### src/rtl/stg4mo_hs_pkg.sv
// Shared definitions for the stage-4 memory-operation block: FSM states,
// op classes, default widths and the opcode values used for classification.
package stg4mo_hs_pkg;

    typedef enum logic {
        S_IDLE = 1'b0,
        S_REQ  = 1'b1
    } state_t;

    localparam logic [1:0] CLS_NONE = 2'd0;
    localparam logic [1:0] CLS_LD   = 2'd1;
    localparam logic [1:0] CLS_ST   = 2'd2;

    localparam int DEF_DATA_W   = 24;
    localparam int DEF_ADDR_W   = 24;
    localparam int DEF_OPC_W    = 8;
    localparam int DEF_TGT_GP_W = 4;
    localparam int DEF_TGT_SR_W = 2;

    localparam logic [7:0] OPC_ADD     = 8'h01;
    localparam logic [7:0] OPC_R_LD    = 8'h10;
    localparam logic [7:0] OPC_R_ST    = 8'h11;
    localparam logic [7:0] OPC_I_STi   = 8'h12;
    localparam logic [7:0] OPC_IS_STis = 8'h13;

endpackage

### src/rtl/stg4mo_hs_pmux.sv
// Memory port fan-out: drives one request onto the selected port (others 0)
// and picks the ack/rdata of the selected port.
// Ports: req/we/addr/wdata/sel in -> mem_req/mem_we/mem_addr/mem_wdata out;
//        mem_ack/mem_rdata in -> ack_sel/rdata_sel out.
module stg4mo_hs_pmux #(
    parameter int N_PORTS = 2,
    parameter int MP_W    = 1,
    parameter int ADDR_W  = 24,
    parameter int DATA_W  = 24
) (
    input  logic                        req,
    input  logic                        we,
    input  logic [ADDR_W-1:0]           addr,
    input  logic [DATA_W-1:0]           wdata,
    input  logic [MP_W-1:0]             sel,
    input  logic [N_PORTS-1:0]          mem_ack,
    input  logic [N_PORTS*DATA_W-1:0]   mem_rdata,
    output logic [N_PORTS-1:0]          mem_req,
    output logic [N_PORTS-1:0]          mem_we,
    output logic [N_PORTS*ADDR_W-1:0]   mem_addr,
    output logic [N_PORTS*DATA_W-1:0]   mem_wdata,
    output logic                        ack_sel,
    output logic [DATA_W-1:0]           rdata_sel
);

    logic [31:0] sel_i;

    assign sel_i = 32'(sel);

    always_comb begin
        mem_req   = '0;
        mem_we    = '0;
        mem_addr  = '0;
        mem_wdata = '0;
        ack_sel   = 1'b0;
        rdata_sel = '0;
        for (int k = 0; k < N_PORTS; k++) begin
            if (sel_i == 32'(k)) begin
                mem_req[k]                   = req;
                mem_we[k]                    = req & we;
                mem_addr[k*ADDR_W +: ADDR_W] = req ? addr : '0;
                mem_wdata[k*DATA_W +: DATA_W] = (req & we) ? wdata : '0;
                ack_sel                      = mem_ack[k];
                rdata_sel                    = mem_rdata[k*DATA_W +: DATA_W];
            end
        end
    end

endmodule

### src/rtl/stg4mo_hs.sv
// Stage-4 memory-operation block: forwards non-memory ops in one cycle,
// runs loads/stores over N_PORTS req/ack ports and stalls stages 1-3 meanwhile.
// Ports: iw_clk, iw_rst (async high), stage-3 fields iw_*, stage-5 fields ow_*,
//        ow_stall, per-port ow_mem_req/we/addr/wdata, iw_mem_ack/rdata, ow_fault.
// Optional macro STG4MO_HS_TIMEOUT_EN: abort an access after TIMEOUT wait cycles.
module stg4mo_hs
    import stg4mo_hs_pkg::*;
#(
    parameter int DATA_W   = DEF_DATA_W,
    parameter int ADDR_W   = DEF_ADDR_W,
    parameter int OPC_W    = DEF_OPC_W,
    parameter int TGT_GP_W = DEF_TGT_GP_W,
    parameter int TGT_SR_W = DEF_TGT_SR_W,
    parameter int N_PORTS  = 2,
    parameter int MP_W     = 1,
    parameter int TIMEOUT  = 255
) (
    input  logic                        iw_clk,
    input  logic                        iw_rst,
    input  logic                        iw_valid,
    output logic                        ow_stall,
    input  logic [ADDR_W-1:0]           iw_pc,
    output logic [ADDR_W-1:0]           ow_pc,
    input  logic [DATA_W-1:0]           iw_instr,
    output logic [DATA_W-1:0]           ow_instr,
    input  logic [OPC_W-1:0]            iw_opc,
    output logic [OPC_W-1:0]            ow_opc,
    input  logic [TGT_GP_W-1:0]         iw_tgt_gp,
    input  logic                        iw_tgt_gp_we,
    output logic [TGT_GP_W-1:0]         ow_tgt_gp,
    output logic                        ow_tgt_gp_we,
    input  logic [TGT_SR_W-1:0]         iw_tgt_sr,
    input  logic                        iw_tgt_sr_we,
    output logic [TGT_SR_W-1:0]         ow_tgt_sr,
    output logic                        ow_tgt_sr_we,
    input  logic [ADDR_W-1:0]           iw_addr,
    input  logic [MP_W-1:0]             iw_mem_mp,
    input  logic [DATA_W-1:0]           iw_result,
    output logic [N_PORTS-1:0]          ow_mem_req,
    output logic [N_PORTS-1:0]          ow_mem_we,
    output logic [N_PORTS*ADDR_W-1:0]   ow_mem_addr,
    output logic [N_PORTS*DATA_W-1:0]   ow_mem_wdata,
    input  logic [N_PORTS-1:0]          iw_mem_ack,
    input  logic [N_PORTS*DATA_W-1:0]   iw_mem_rdata,
    output logic                        ow_valid,
    output logic [DATA_W-1:0]           ow_result,
    output logic                        ow_fault
);

    state_t                state;
    logic [ADDR_W-1:0]     h_pc;
    logic [DATA_W-1:0]     h_instr;
    logic [OPC_W-1:0]      h_opc;
    logic [TGT_GP_W-1:0]   h_tgt_gp;
    logic                  h_tgt_gp_we;
    logic [TGT_SR_W-1:0]   h_tgt_sr;
    logic                  h_tgt_sr_we;
    logic [ADDR_W-1:0]     h_addr;
    logic [MP_W-1:0]       h_mp;
    logic [DATA_W-1:0]     h_result;
    logic [1:0]            h_cls;
    logic [1:0]            in_cls;
    logic                  mp_ok;
    logic                  ack_sel;
    logic [DATA_W-1:0]     rdata_sel;

    assign ow_stall = (state == S_REQ);
    assign mp_ok    = 32'(iw_mem_mp) < 32'(N_PORTS);

    always_comb begin
        in_cls = CLS_NONE;
        if (mp_ok) begin
            if (iw_opc == OPC_W'(OPC_R_LD)) begin
                in_cls = CLS_LD;
            end else if (iw_opc == OPC_W'(OPC_R_ST) ||
                         iw_opc == OPC_W'(OPC_I_STi) ||
                         iw_opc == OPC_W'(OPC_IS_STis)) begin
                in_cls = CLS_ST;
            end
        end
    end

    stg4mo_hs_pmux #(
        .N_PORTS (N_PORTS),
        .MP_W    (MP_W),
        .ADDR_W  (ADDR_W),
        .DATA_W  (DATA_W)
    ) u_pmux (
        .req       (state == S_REQ),
        .we        (h_cls == CLS_ST),
        .addr      (h_addr),
        .wdata     (h_result),
        .sel       (h_mp),
        .mem_ack   (iw_mem_ack),
        .mem_rdata (iw_mem_rdata),
        .mem_req   (ow_mem_req),
        .mem_we    (ow_mem_we),
        .mem_addr  (ow_mem_addr),
        .mem_wdata (ow_mem_wdata),
        .ack_sel   (ack_sel),
        .rdata_sel (rdata_sel)
    );

`ifdef STG4MO_HS_TIMEOUT_EN
    // Abort when this no-ack cycle would bring the count up to TIMEOUT.
    localparam logic [15:0] WAIT_LAST = 16'(TIMEOUT - 1);
    logic [15:0] wait_cnt;
`else
    assign ow_fault = 1'b0;
`endif

    always_ff @(posedge iw_clk or posedge iw_rst) begin
        if (iw_rst) begin
            state        <= S_IDLE;
            h_pc         <= '0;
            h_instr      <= '0;
            h_opc        <= '0;
            h_tgt_gp     <= '0;
            h_tgt_gp_we  <= 1'b0;
            h_tgt_sr     <= '0;
            h_tgt_sr_we  <= 1'b0;
            h_addr       <= '0;
            h_mp         <= '0;
            h_result     <= '0;
            h_cls        <= CLS_NONE;
            ow_pc        <= '0;
            ow_instr     <= '0;
            ow_opc       <= '0;
            ow_tgt_gp    <= '0;
            ow_tgt_gp_we <= 1'b0;
            ow_tgt_sr    <= '0;
            ow_tgt_sr_we <= 1'b0;
            ow_valid     <= 1'b0;
            ow_result    <= '0;
`ifdef STG4MO_HS_TIMEOUT_EN
            wait_cnt     <= '0;
            ow_fault     <= 1'b0;
`endif
        end else begin
            ow_valid <= 1'b0;
`ifdef STG4MO_HS_TIMEOUT_EN
            ow_fault <= 1'b0;
`endif
            unique case (state)
                S_IDLE: begin
                    if (iw_valid && in_cls == CLS_NONE) begin
                        ow_pc        <= iw_pc;
                        ow_instr     <= iw_instr;
                        ow_opc       <= iw_opc;
                        ow_tgt_gp    <= iw_tgt_gp;
                        ow_tgt_gp_we <= iw_tgt_gp_we;
                        ow_tgt_sr    <= iw_tgt_sr;
                        ow_tgt_sr_we <= iw_tgt_sr_we;
                        ow_result    <= iw_result;
                        ow_valid     <= 1'b1;
                    end else if (iw_valid) begin
                        h_pc        <= iw_pc;
                        h_instr     <= iw_instr;
                        h_opc       <= iw_opc;
                        h_tgt_gp    <= iw_tgt_gp;
                        h_tgt_gp_we <= iw_tgt_gp_we;
                        h_tgt_sr    <= iw_tgt_sr;
                        h_tgt_sr_we <= iw_tgt_sr_we;
                        h_addr      <= iw_addr;
                        h_mp        <= iw_mem_mp;
                        h_result    <= iw_result;
                        h_cls       <= in_cls;
                        state       <= S_REQ;
`ifdef STG4MO_HS_TIMEOUT_EN
                        wait_cnt    <= '0;
`endif
                    end
                end
                S_REQ: begin
                    if (ack_sel) begin
                        ow_pc        <= h_pc;
                        ow_instr     <= h_instr;
                        ow_opc       <= h_opc;
                        ow_tgt_gp    <= h_tgt_gp;
                        ow_tgt_gp_we <= h_tgt_gp_we;
                        ow_tgt_sr    <= h_tgt_sr;
                        ow_tgt_sr_we <= h_tgt_sr_we;
                        ow_result    <= (h_cls == CLS_LD) ? rdata_sel : h_result;
                        ow_valid     <= 1'b1;
                        state        <= S_IDLE;
`ifdef STG4MO_HS_TIMEOUT_EN
                    end else if (wait_cnt == WAIT_LAST) begin
                        ow_pc        <= h_pc;
                        ow_instr     <= h_instr;
                        ow_opc       <= h_opc;
                        ow_tgt_gp    <= h_tgt_gp;
                        ow_tgt_gp_we <= 1'b0;
                        ow_tgt_sr    <= h_tgt_sr;
                        ow_tgt_sr_we <= 1'b0;
                        ow_result    <= '0;
                        ow_valid     <= 1'b1;
                        ow_fault     <= 1'b1;
                        state        <= S_IDLE;
                    end else begin
                        wait_cnt <= wait_cnt + 16'd1;
`endif
                    end
                end
                default: state <= S_IDLE;
            endcase
        end
    end

endmodule

### config.mk
export PLATFORM = sky130hd
export DESIGN_NAME = stg4mo_hs
export DESIGN_NICKNAME = d
export VERILOG_FILES = /design/src/rtl/stg4mo_hs_pkg.sv /design/src/rtl/stg4mo_hs_pmux.sv /design/src/rtl/stg4mo_hs.sv
export SDC_FILE = /design/constraint.sdc
export NUM_CORES = 1
export LEC_CHECK = 0
export CORE_UTILIZATION = 49
export DETAILED_ROUTE_END_ITERATION = 10
export GPL_TIMING_DRIVEN = 0
export HOLD_SLACK_MARGIN = 0.1
export PLACE_DENSITY = 0.95
export REMOVE_ABC_BUFFERS = 1
export SETUP_SLACK_MARGIN = 0.5
export SYNTH_ARGS = -nofsm -noshare
export SYNTH_HDL_FRONTEND = slang
export SYNTH_SLANG_ARGS = --single-unit
### constraint.sdc
create_clock -name iw_clk -period 23.9 [get_ports iw_clk]
set_clock_uncertainty 0.15 [all_clocks]
set_input_delay 5.975 -clock iw_clk [delete_from_list [all_inputs] [get_ports iw_clk]]
set_output_delay 5.975 -clock iw_clk [all_outputs]
set_load 0.1 [all_outputs]
==> impl_metrics.env, run 1 <==
export IMPL_synth_area_leaders="dfrtp_1, mux2_2, and2_1"
export IMPL_cp_max_fo=90
export IMPL_postCtsHoldBufs=0
export IMPL_wl_um=27810
export IMPL_power_density_mw_per_mm2=73.81
export IMPL_clock_sinks=205
export IMPL_drt_initial_drc_count=267
export IMPL_die_y_um=143.1
export IMPL_numCtsBuffers=22
export IMPL_port_buffers=355
export IMPL_start_util_pct=50.11
export IMPL_fin_setup_tns_ps=0
export IMPL_cts_buffer_depth=3
export IMPL_grt_overflow_total=0
export IMPL_fillerInstances=1242
export IMPL_cts_setup_buffers=0
export IMPL_final_cell_mix="clkdlybuf4s50_1, mux2_2, dfrtp_1"
export IMPL_core_region_area_mm2=0.01946
export IMPL_peakVddDrop_mv=0.06883
export IMPL_ys_types=26
export IMPL_syn_to_final_growth_pct=46.57
export IMPL_synth_top_cell_area_share_pct=52.60
export IMPL_firstDrtPassIters=4
export IMPL_dp_cells=1360
export IMPL_leakage_nw=6.200
export IMPL_slew_violations=0
export IMPL_path_class="reg -> out"
export IMPL_required_ps=17780
export IMPL_netlist_instances=793
export IMPL_grt_antenna_before_repair=1
export IMPL_avgSynthCellArea_um2=12.30
export IMPL_drive_above_1_share_pct=25.13
export IMPL_diodes=0
export IMPL_hpwl_um=18800
export IMPL_slew_headroom_pct=13.86
export IMPL_rsz0062_at_grt="false"
export IMPL_grtUsageTotal_pct=26.64
export IMPL_die_area_mm2=0.02047
export IMPL_grt_pass1_wl_um=42060
export IMPL_cts_root_buf="clkbuf_16"
export IMPL_route_vias_total=7476
export IMPL_synth_warnings=0
export IMPL_ant_nets=0
export IMPL_io_pins=357
export IMPL_netlist_area_mm2=0.009752
export IMPL_first_global_vias=7667
export IMPL_crit_path_end_kind="output port"
export IMPL_rows=51
export IMPL_cts_resized=0
export IMPL_final_common_cell="clkdlybuf4s50_1"
export IMPL_drc_errors=0
export IMPL_cap_violations=0
export IMPL_ctsHtreeMaxLevel=1
export IMPL_cts_tree="yes"
export IMPL_clkTransAtPathRegs_ps=60
export IMPL_ys_ff_latch=205
export IMPL_setup_viol=0
export IMPL_cp_start_kind="flip-flop"
export IMPL_fmax_mhz=97.42
export IMPL_fin_crit_ps=10260
export IMPL_ys_seq_area_share_pct=52.60
export IMPL_routedWlPerCell_um=19.88
export IMPL_hold_path_class="reg -> reg"
export IMPL_fp_dieW_um=143.1
export IMPL_critPathArrivalTime_ps=4140
export IMPL_nets=1285
export IMPL_yosys_area_top_type="dfrtp_1"
export IMPL_tightest_slew_ps=1292
export IMPL_gp_congestion=0.8239
export IMPL_grt_max_degree=109
export IMPL_status="finished clean"
export IMPL_fin_cells=1399
export IMPL_fin_crit_sh_pct=42.95
export IMPL_clk_insertion_delay_late_ps=490
export IMPL_via_per_inst=5.344
export IMPL_hold_violations=0
-- cells in the mapped netlist (all sizes together) --
library cell / instances
a211oi: 24
clkbuf: 33
nor2b: 26
a21o: 2
and2: 77
o22ai: 24
o21ai: 48
nor2: 3
inv: 28
nor3: 1
a21boi: 1
nand2b: 4
nor4b: 1
buf: 27
a21oi: 1
o221ai: 1
nand2: 25
nand3: 1
dfrtp: 205
and3: 24
mux2: 236
conb: 1
-- where the power goes --
group | total (mW) | leakage (nW) | internal (mW) | switching [mW]
Clock | 0.336 | 0.356 | 0.202 | 0.134
Combinational | 0.300 | 3.26 | 0.0998 | 0.200
Sequential | 0.419 | 2.59 | 0.390 | 0.0286
-- area by class of cell --
cell class,instances,area [µm²],share of cell area [%]
clock buffer,34,666.9,4.666
multi-input combinational,500,4279,29.94
sequential,205,5135,35.92
timing repair buffer,362,3719,26.02
inverter,28,112.6,0.7878
tap,265,331.6,2.320
clock inverter,5,50.05,0.3501
-- per-layer routing --
layer / part of all wire [%] / routed length (µm) / vias up / GRT usage (%)
met5: 0.068 / 19 / - / 0
li1: - / - / 3421 / -
met2: 49 / 13630 / 292 / 44.78
met3: 8.1 / 2252 / 80 / 7.881
met4: 4.8 / 1323 / 2 / 12.56
met1: 38 / 10580 / 3681 / 31.22
-- path summary, 6_finish.rpt --
kind	startpoint	to	slack, ps	cells after the start
worst max-delay path	ow_stall	ow_mem_wdata[37]	13640	4
worst min-delay path	h_opc[4]	h_opc[4]	320	1
worst max register to register	ow_stall	ow_tgt_gp[0]	20670	6
worst min register to register	h_opc[4]	h_opc[4]	320	1
max in group asynchronous	iw_rst	ow_stall	16700	3
min in group asynchronous	iw_rst	ow_pc[20]	5900	2
-- sequential cells by signal, summed over array words and instances (netlist names) --
| name | cells |
|---|---|
| h_addr | 24 |
| h_instr | 24 |
| h_pc | 24 |
| h_result | 24 |
| ow_instr | 24 |
| ow_pc | 24 |
| ow_result | 24 |
| h_opc | 8 |
| ow_opc | 8 |
| h_tgt_gp | 4 |
| ow_tgt_gp | 4 |
| h_cls | 2 |
| h_tgt_sr | 2 |
| ow_tgt_sr | 2 |
| h_mp | 1 |
| h_tgt_gp_we | 1 |
| h_tgt_sr_we | 1 |
| ow_stall | 1 |
| ow_tgt_gp_we | 1 |
| ow_tgt_sr_we | 1 |
| ow_valid | 1 |
-- critical path, cell delays in order (launching register included) --
cell             delay, ps
dfrtp_4               1060
nand2_1                230
nor2_2                 900
and2_1                 240
clkdlybuf4s50_1       1200
-- stage by stage --
stage	hold WS [ps]	cell area (µm²)	power, mW	utilization (%)	setup slack [ps]
finish	322.4	14290	1.055	73.44	13640
global route	347.6	14290	1.092	73.44	13450
CTS	327.4	14290	1.063	73.44	13670
detailed placement	305.3	13580	0.7236	69.76	14210
global placement	296.0	13370	0.7154	68.70	9525
floorplan	278.5	9487	0.6265	-	11590
-- cell families after synthesis --
kind of cell	count (synthesis)	share of synthesized area [%]
buffers and inverters	88	3.798
AND/OR/NAND/NOR	162	9.738
other	1	0.03845
multiplexers	236	27.60
AO/OA/AOI/OAI	101	6.223
flip-flops	205	52.60
No activity file was read; power rests on OpenSTA's default activity.
==> run 2, diff against run 1 <==
- CORE_UTILIZATION: 49 -> 45
- PLACE_DENSITY: 0.95 -> 0.91
- clock period: 23.9 -> 10.7 ns (I/O delays scaled with it)
==> impl_metrics.env, run 2 (same netlist as run 1, synthesis figures left out) <==
export IMPL_grt_max_degree=113
export IMPL_p_int_mw=1.551
export IMPL_ant_nets=0
export IMPL_clkPwrFrac_pct=32.3
export IMPL_setup_viol=0
export IMPL_hold_path_class="reg -> reg"
export IMPL_switchingPower_uw=815.3
export IMPL_nets=1288
export IMPL_cp_max_fo=52
export IMPL_pwr_share_comb_pct=28.2
export IMPL_rsz0062_at_grt="false"
export IMPL_grt_antenna_before_repair=1
export IMPL_cts_resized=0
export IMPL_ctsHtreeMaxLevel=1
export IMPL_cts_root_buf="clkbuf_16"
export IMPL_critPathLaunch="ow_stall"
export IMPL_die_area_mm2=0.02226
export IMPL_place_ws_ps=4490
export IMPL_start_util_pct=46.10
export IMPL_io_pins=357
export IMPL_die_y_um=149.2
export IMPL_clk_insertion_delay_late_ps=500
export IMPL_gp_congestion=0.7971
export IMPL_required_ps=7880
export IMPL_drive_above_1_share_pct=25.62
export IMPL_grt_overflow_total=0
export IMPL_cts_setup_buffers=0
export IMPL_crit_path_end_kind="output port"
export IMPL_fmax_mhz=149.4
export IMPL_cts_tree="yes"
export IMPL_drt_initial_drc_count=259
export IMPL_syn_to_final_growth_pct=47.56
export IMPL_cap_violations=0
export IMPL_cts_buffer_depth=3
export IMPL_routedWlPerCell_um=19.17
export IMPL_cp_start_kind="flip-flop"
export IMPL_clock_sinks=205
export IMPL_peakVddDrop_mv=0.1491
export IMPL_switching_share_pct=34.45
export IMPL_clkTransAtPathRegs_ps=60
export IMPL_hpwl_um=18460
export IMPL_fin_setup_tns_ps=0
export IMPL_fin_crit_sh_pct=62.54
export IMPL_total_power_mw=2.366
export IMPL_seqPwrFrac_pct=39.4
export IMPL_fin_crit_ps=6692
export IMPL_critPathArrivalTime_ps=3870
export IMPL_leakage_nw=6.228
export IMPL_final_common_cell="clkdlybuf4s50_1"
export IMPL_grtUsageTotal_pct=24.04
export IMPL_r2r_slack_ps=7700
export IMPL_tightest_slew_ps=1240
export IMPL_numCtsBuffers=22
export IMPL_crit_path_end="ow_mem_addr[13]"
export IMPL_worst_slack_ps=4008
export IMPL_drc_errors=0
export IMPL_postCtsHoldBufs=0
export IMPL_rows=53
export IMPL_hold_violations=0
export IMPL_core_region_area_mm2=0.02115
export IMPL_status="finished clean"
export IMPL_firstDrtPassIters=4
export IMPL_fp_dieW_um=149.2
export IMPL_power_density_mw_per_mm2=164.4
export IMPL_path_class="reg -> out"
export IMPL_port_buffers=355
export IMPL_slew_headroom_pct=17.31
export IMPL_grt_pass1_wl_um=41830
export IMPL_final_cell_mix="clkdlybuf4s50_1, mux2_2, dfrtp_1"
export IMPL_via_per_inst=5.237
export IMPL_slew_violations=0
export IMPL_r2r_start="ow_stall"
export IMPL_first_global_vias=7715
export IMPL_wl_um=27060
export IMPL_route_vias_total=7395
export IMPL_reg2reg_to="ow_instr[13]"
export IMPL_worstRegToRegCells=6
run 2: changes by cell type in the layout (fill, tap and decap cells not counted):
cell / before / now
diode_2: 0 / 1
clkbuf_8: 5 / 6
clkinvlp_4: 0 / 3
buf_16: 4 / 6
buf_8: 1 / 3
buf_12: 2 / 1
clkbuf_1: 6 / 2
clkinv_2: 4 / 3
run 2: metrics by stage:
step | util, % | std cells | hold WS (ps) | area [µm²]
2_1_floorplan | - | 733 | 278.5 | 9487
3_3_place_gp | 63.27 | 1363 | 294.7 | 13380
3_5_place_dp | 64.55 | 1373 | 306.7 | 13650
4_1_cts | 68.01 | 1411 | 321.0 | 14390
5_1_grt | 68.03 | 1412 | 340.5 | 14390
6_report | 68.03 | 1412 | 323.3 | 14390
run 2: power groups by stage:
| stage | combinational (mW) | sequential, mW | clock (mW) |
|---|---|---|---|
| 6_report | 0.668 | 0.933 | 0.765 |
| 5_1_grt | 0.695 | 0.946 | 0.812 |
| 4_1_cts | 0.673 | 0.933 | 0.782 |
| 3_5_place_dp | 0.670 | 0.945 | 0 |
| 3_3_place_gp | 0.652 | 0.946 | 0 |
| 2_1_floorplan | 0.151 | 1.25 | 0 |
run 2: final cells by class:
cell class | instances | area [µm²]
Antenna cell | 1 | 2.502
Clock buffer | 31 | 665.6
Clock inverter | 7 | 67.56
Fill cell | 1484 | 6764
Inverter | 28 | 112.6
Multi-Input combinational cell | 500 | 4279
Sequential cell | 205 | 5135
Tap cell | 275 | 344.1
Timing Repair Buffer | 365 | 3784
run 2: per-layer routing:
metal  vias to the layer above  part of all wire (%)  global-route usage, %
li1                       3425                     -                      -
met1                      3617                    39                  28.05
met2                       284                    50                  42.07
met3                        69                   7.9                  6.300
met4                         0                   3.6                  9.337
met5                         -                     0                      0
run 2: how the worst min path moves through the flow:
stage                     startpoint  slack, ps  endpoint  depth (start not counted)
after floorplan             h_opc[4]        280  h_opc[4]                          1
final                       h_opc[4]        320  h_opc[4]                          1
after CTS                   h_opc[4]        320  h_opc[4]                          1
after detailed placement    h_opc[4]        310  h_opc[4]                          1
after global placement      h_opc[4]        290  h_opc[4]                          1
after global routing        h_opc[4]        340  h_opc[4]                          1
run 2: worst max-delay path, stage by stage (launching register included):
cell and delay (ps):
dfrtp_4 720, buf_16 300, buf_16 270, nand2b_1 150, inv_1 520, and2_1 250
clkdlybuf4s50_1 1130
==> run 3, diff against run 2 <==
- CORE_UTILIZATION: 45 -> 41
- PLACE_DENSITY: 0.91 -> 0.88
- clock period: 10.7 -> 5.45 ns (I/O delays scaled with it)
==> impl_metrics.env, run 3 (same netlist as run 1, synthesis figures left out) <==
export IMPL_cp_start_kind="flip-flop"
export IMPL_path_buf_inv=2
export IMPL_placed_area_mm2=0.01369
export IMPL_slew_headroom_pct=14.29
export IMPL_cp_max_fo=53
export IMPL_grt_max_degree=110
export IMPL_fp_dieW_um=156.2
export IMPL_port_buffers=355
export IMPL_worst_slack_ps=672.0
export IMPL_fin_setup_tns_ps=0
export IMPL_tightest_slew_ps=1286
export IMPL_core_region_area_mm2=0.02340
export IMPL_final_cell_mix="clkdlybuf4s50_1, mux2_2, dfrtp_1"
export IMPL_syn_to_final_growth_pct=47.90
export IMPL_cts_tree="yes"
export IMPL_clk_insertion_delay_late_ps=500
export IMPL_cts_root_buf="clkbuf_16"
export IMPL_cts_buffer_depth=3
export IMPL_diodes=0
export IMPL_firstDrtPassIters=4
export IMPL_nets=1289
export IMPL_hold_path_class="reg -> reg"
export IMPL_ff_latch_area_mm2=0.005135
export IMPL_ant_nets=0
export IMPL_path_class="reg -> out"
export IMPL_rows=56
export IMPL_crit_path_end_kind="output port"
export IMPL_die_area_mm2=0.02441
export IMPL_required_ps=3940
export IMPL_multi_input_area_mm2=0.004279
export IMPL_cap_violations=0
export IMPL_hpwl_um=18820
export IMPL_crit_chain="buf_16 > nand2_1 > nor2_2 > and2_1 > clkdlybuf4s15_1"
export IMPL_crit_slowest_cell="dfrtp_4"
export IMPL_grt_overflow_total=0
export IMPL_hold_violations=0
export IMPL_via_per_inst=5.103
export IMPL_numCtsBuffers=23
export IMPL_drt_initial_drc_count=319
export IMPL_fmax_mhz=209.3
export IMPL_clkTransAtPathRegs_ps=60
export IMPL_die_y_um=156.2
export IMPL_status="finished clean"
export IMPL_fin_crit_ps=4778
export IMPL_peakVddDrop_mv=0.2793
export IMPL_setup_viol=0
export IMPL_grt_pass1_wl_um=42260
export IMPL_leakage_nw=6.444
export IMPL_fin_crit_sh_pct=87.67
export IMPL_slew_violations=0
export IMPL_final_common_cell="clkdlybuf4s50_1"
export IMPL_route_vias_total=7430
export IMPL_rsz0062_at_grt="false"
export IMPL_total_power_mw=4.635
export IMPL_routedWlPerCell_um=18.77
export IMPL_grtUsageTotal_pct=22.01
export IMPL_io_pins=357
export IMPL_clock_sinks=205
export IMPL_crit_family="buffers and inverters"
export IMPL_gp_congestion=0.7951
export IMPL_fillerInstances=1836
export IMPL_stdcell_area_mm2=0.01442
export IMPL_first_global_vias=7664
export IMPL_slowest_delay_ps=820
export IMPL_start_util_pct=41.67
export IMPL_drive_above_1_share_pct=27.44
export IMPL_critPathArrivalTime_ps=3270
export IMPL_wl_um=27330
export IMPL_power_density_mw_per_mm2=321.4
export IMPL_grt_antenna_before_repair=0
export IMPL_ctsHtreeMaxLevel=1
export IMPL_drc_errors=0
export IMPL_place_ws_ps=364.3
run 3: stage by stage:
step | utilization [%] | std cells | hold slack (ps)
2_1_floorplan | - | 733 | 278.5
3_3_place_gp | 57.43 | 1407 | 293.7
3_5_place_dp | 58.48 | 1416 | 299.9
4_1_cts | 61.62 | 1456 | 321.4
5_1_grt | 61.63 | 1456 | 343.3
6_report | 61.63 | 1456 | 322.3
run 3: cell type report:
cell class              count  share of cell area [%]
repair buffers            365                   26.18
multi-input cells         500                   29.67
flip-flops and latches    205                   35.60
clock buffers              33                   4.598
clock inverters             6                  0.3991
inverters                  28                  0.7808
well taps                 319                   2.767
run 3: power by group:
part	switching, mW	internal [mW]	total, mW
clock network	0.604	0.887	1.49
logic	0.875	0.438	1.31
registers	0.120	1.71	1.83
run 3: final timing paths:
check	cells past startpoint	end	slack [ps]	from
worst max-delay path	5	ow_mem_wdata[35]	670	ow_stall
worst min-delay path	1	h_opc[4]	320	h_opc[4]
worst max register to register	6	ow_result[15]	2290	ow_stall
worst min register to register	1	h_opc[4]	320	h_opc[4]
max in group asynchronous	3	h_result[19]	2920	iw_rst
min in group asynchronous	2	ow_pc[5]	1220	iw_rst
run 3: worst register-to-register path, stage by stage, from the launching register on:
cell	delay [ps]
dfrtp_4	720
buf_16	310
nor2b_1	320
a21boi_1	240
a21o_4	530
buf_16	330
mux2_2	440
run 3: routing by layer:
layer  vias up  track usage, %  share of wire [%]
met2       272           38.97                 50
met4         0           7.003                2.9
met5         -               0                  0
met3        50           5.871                8.0
met1      3682           25.86                 39
li1       3426               -                  -
run 3: what timing repair did:
item | CTS | global route
endpoints found under the setup margin | 73 | 12
buffers inserted | 1 | 0
resized for setup | 82 | 16
pin swaps | 0 | 0
hold buffers | 0 | 0
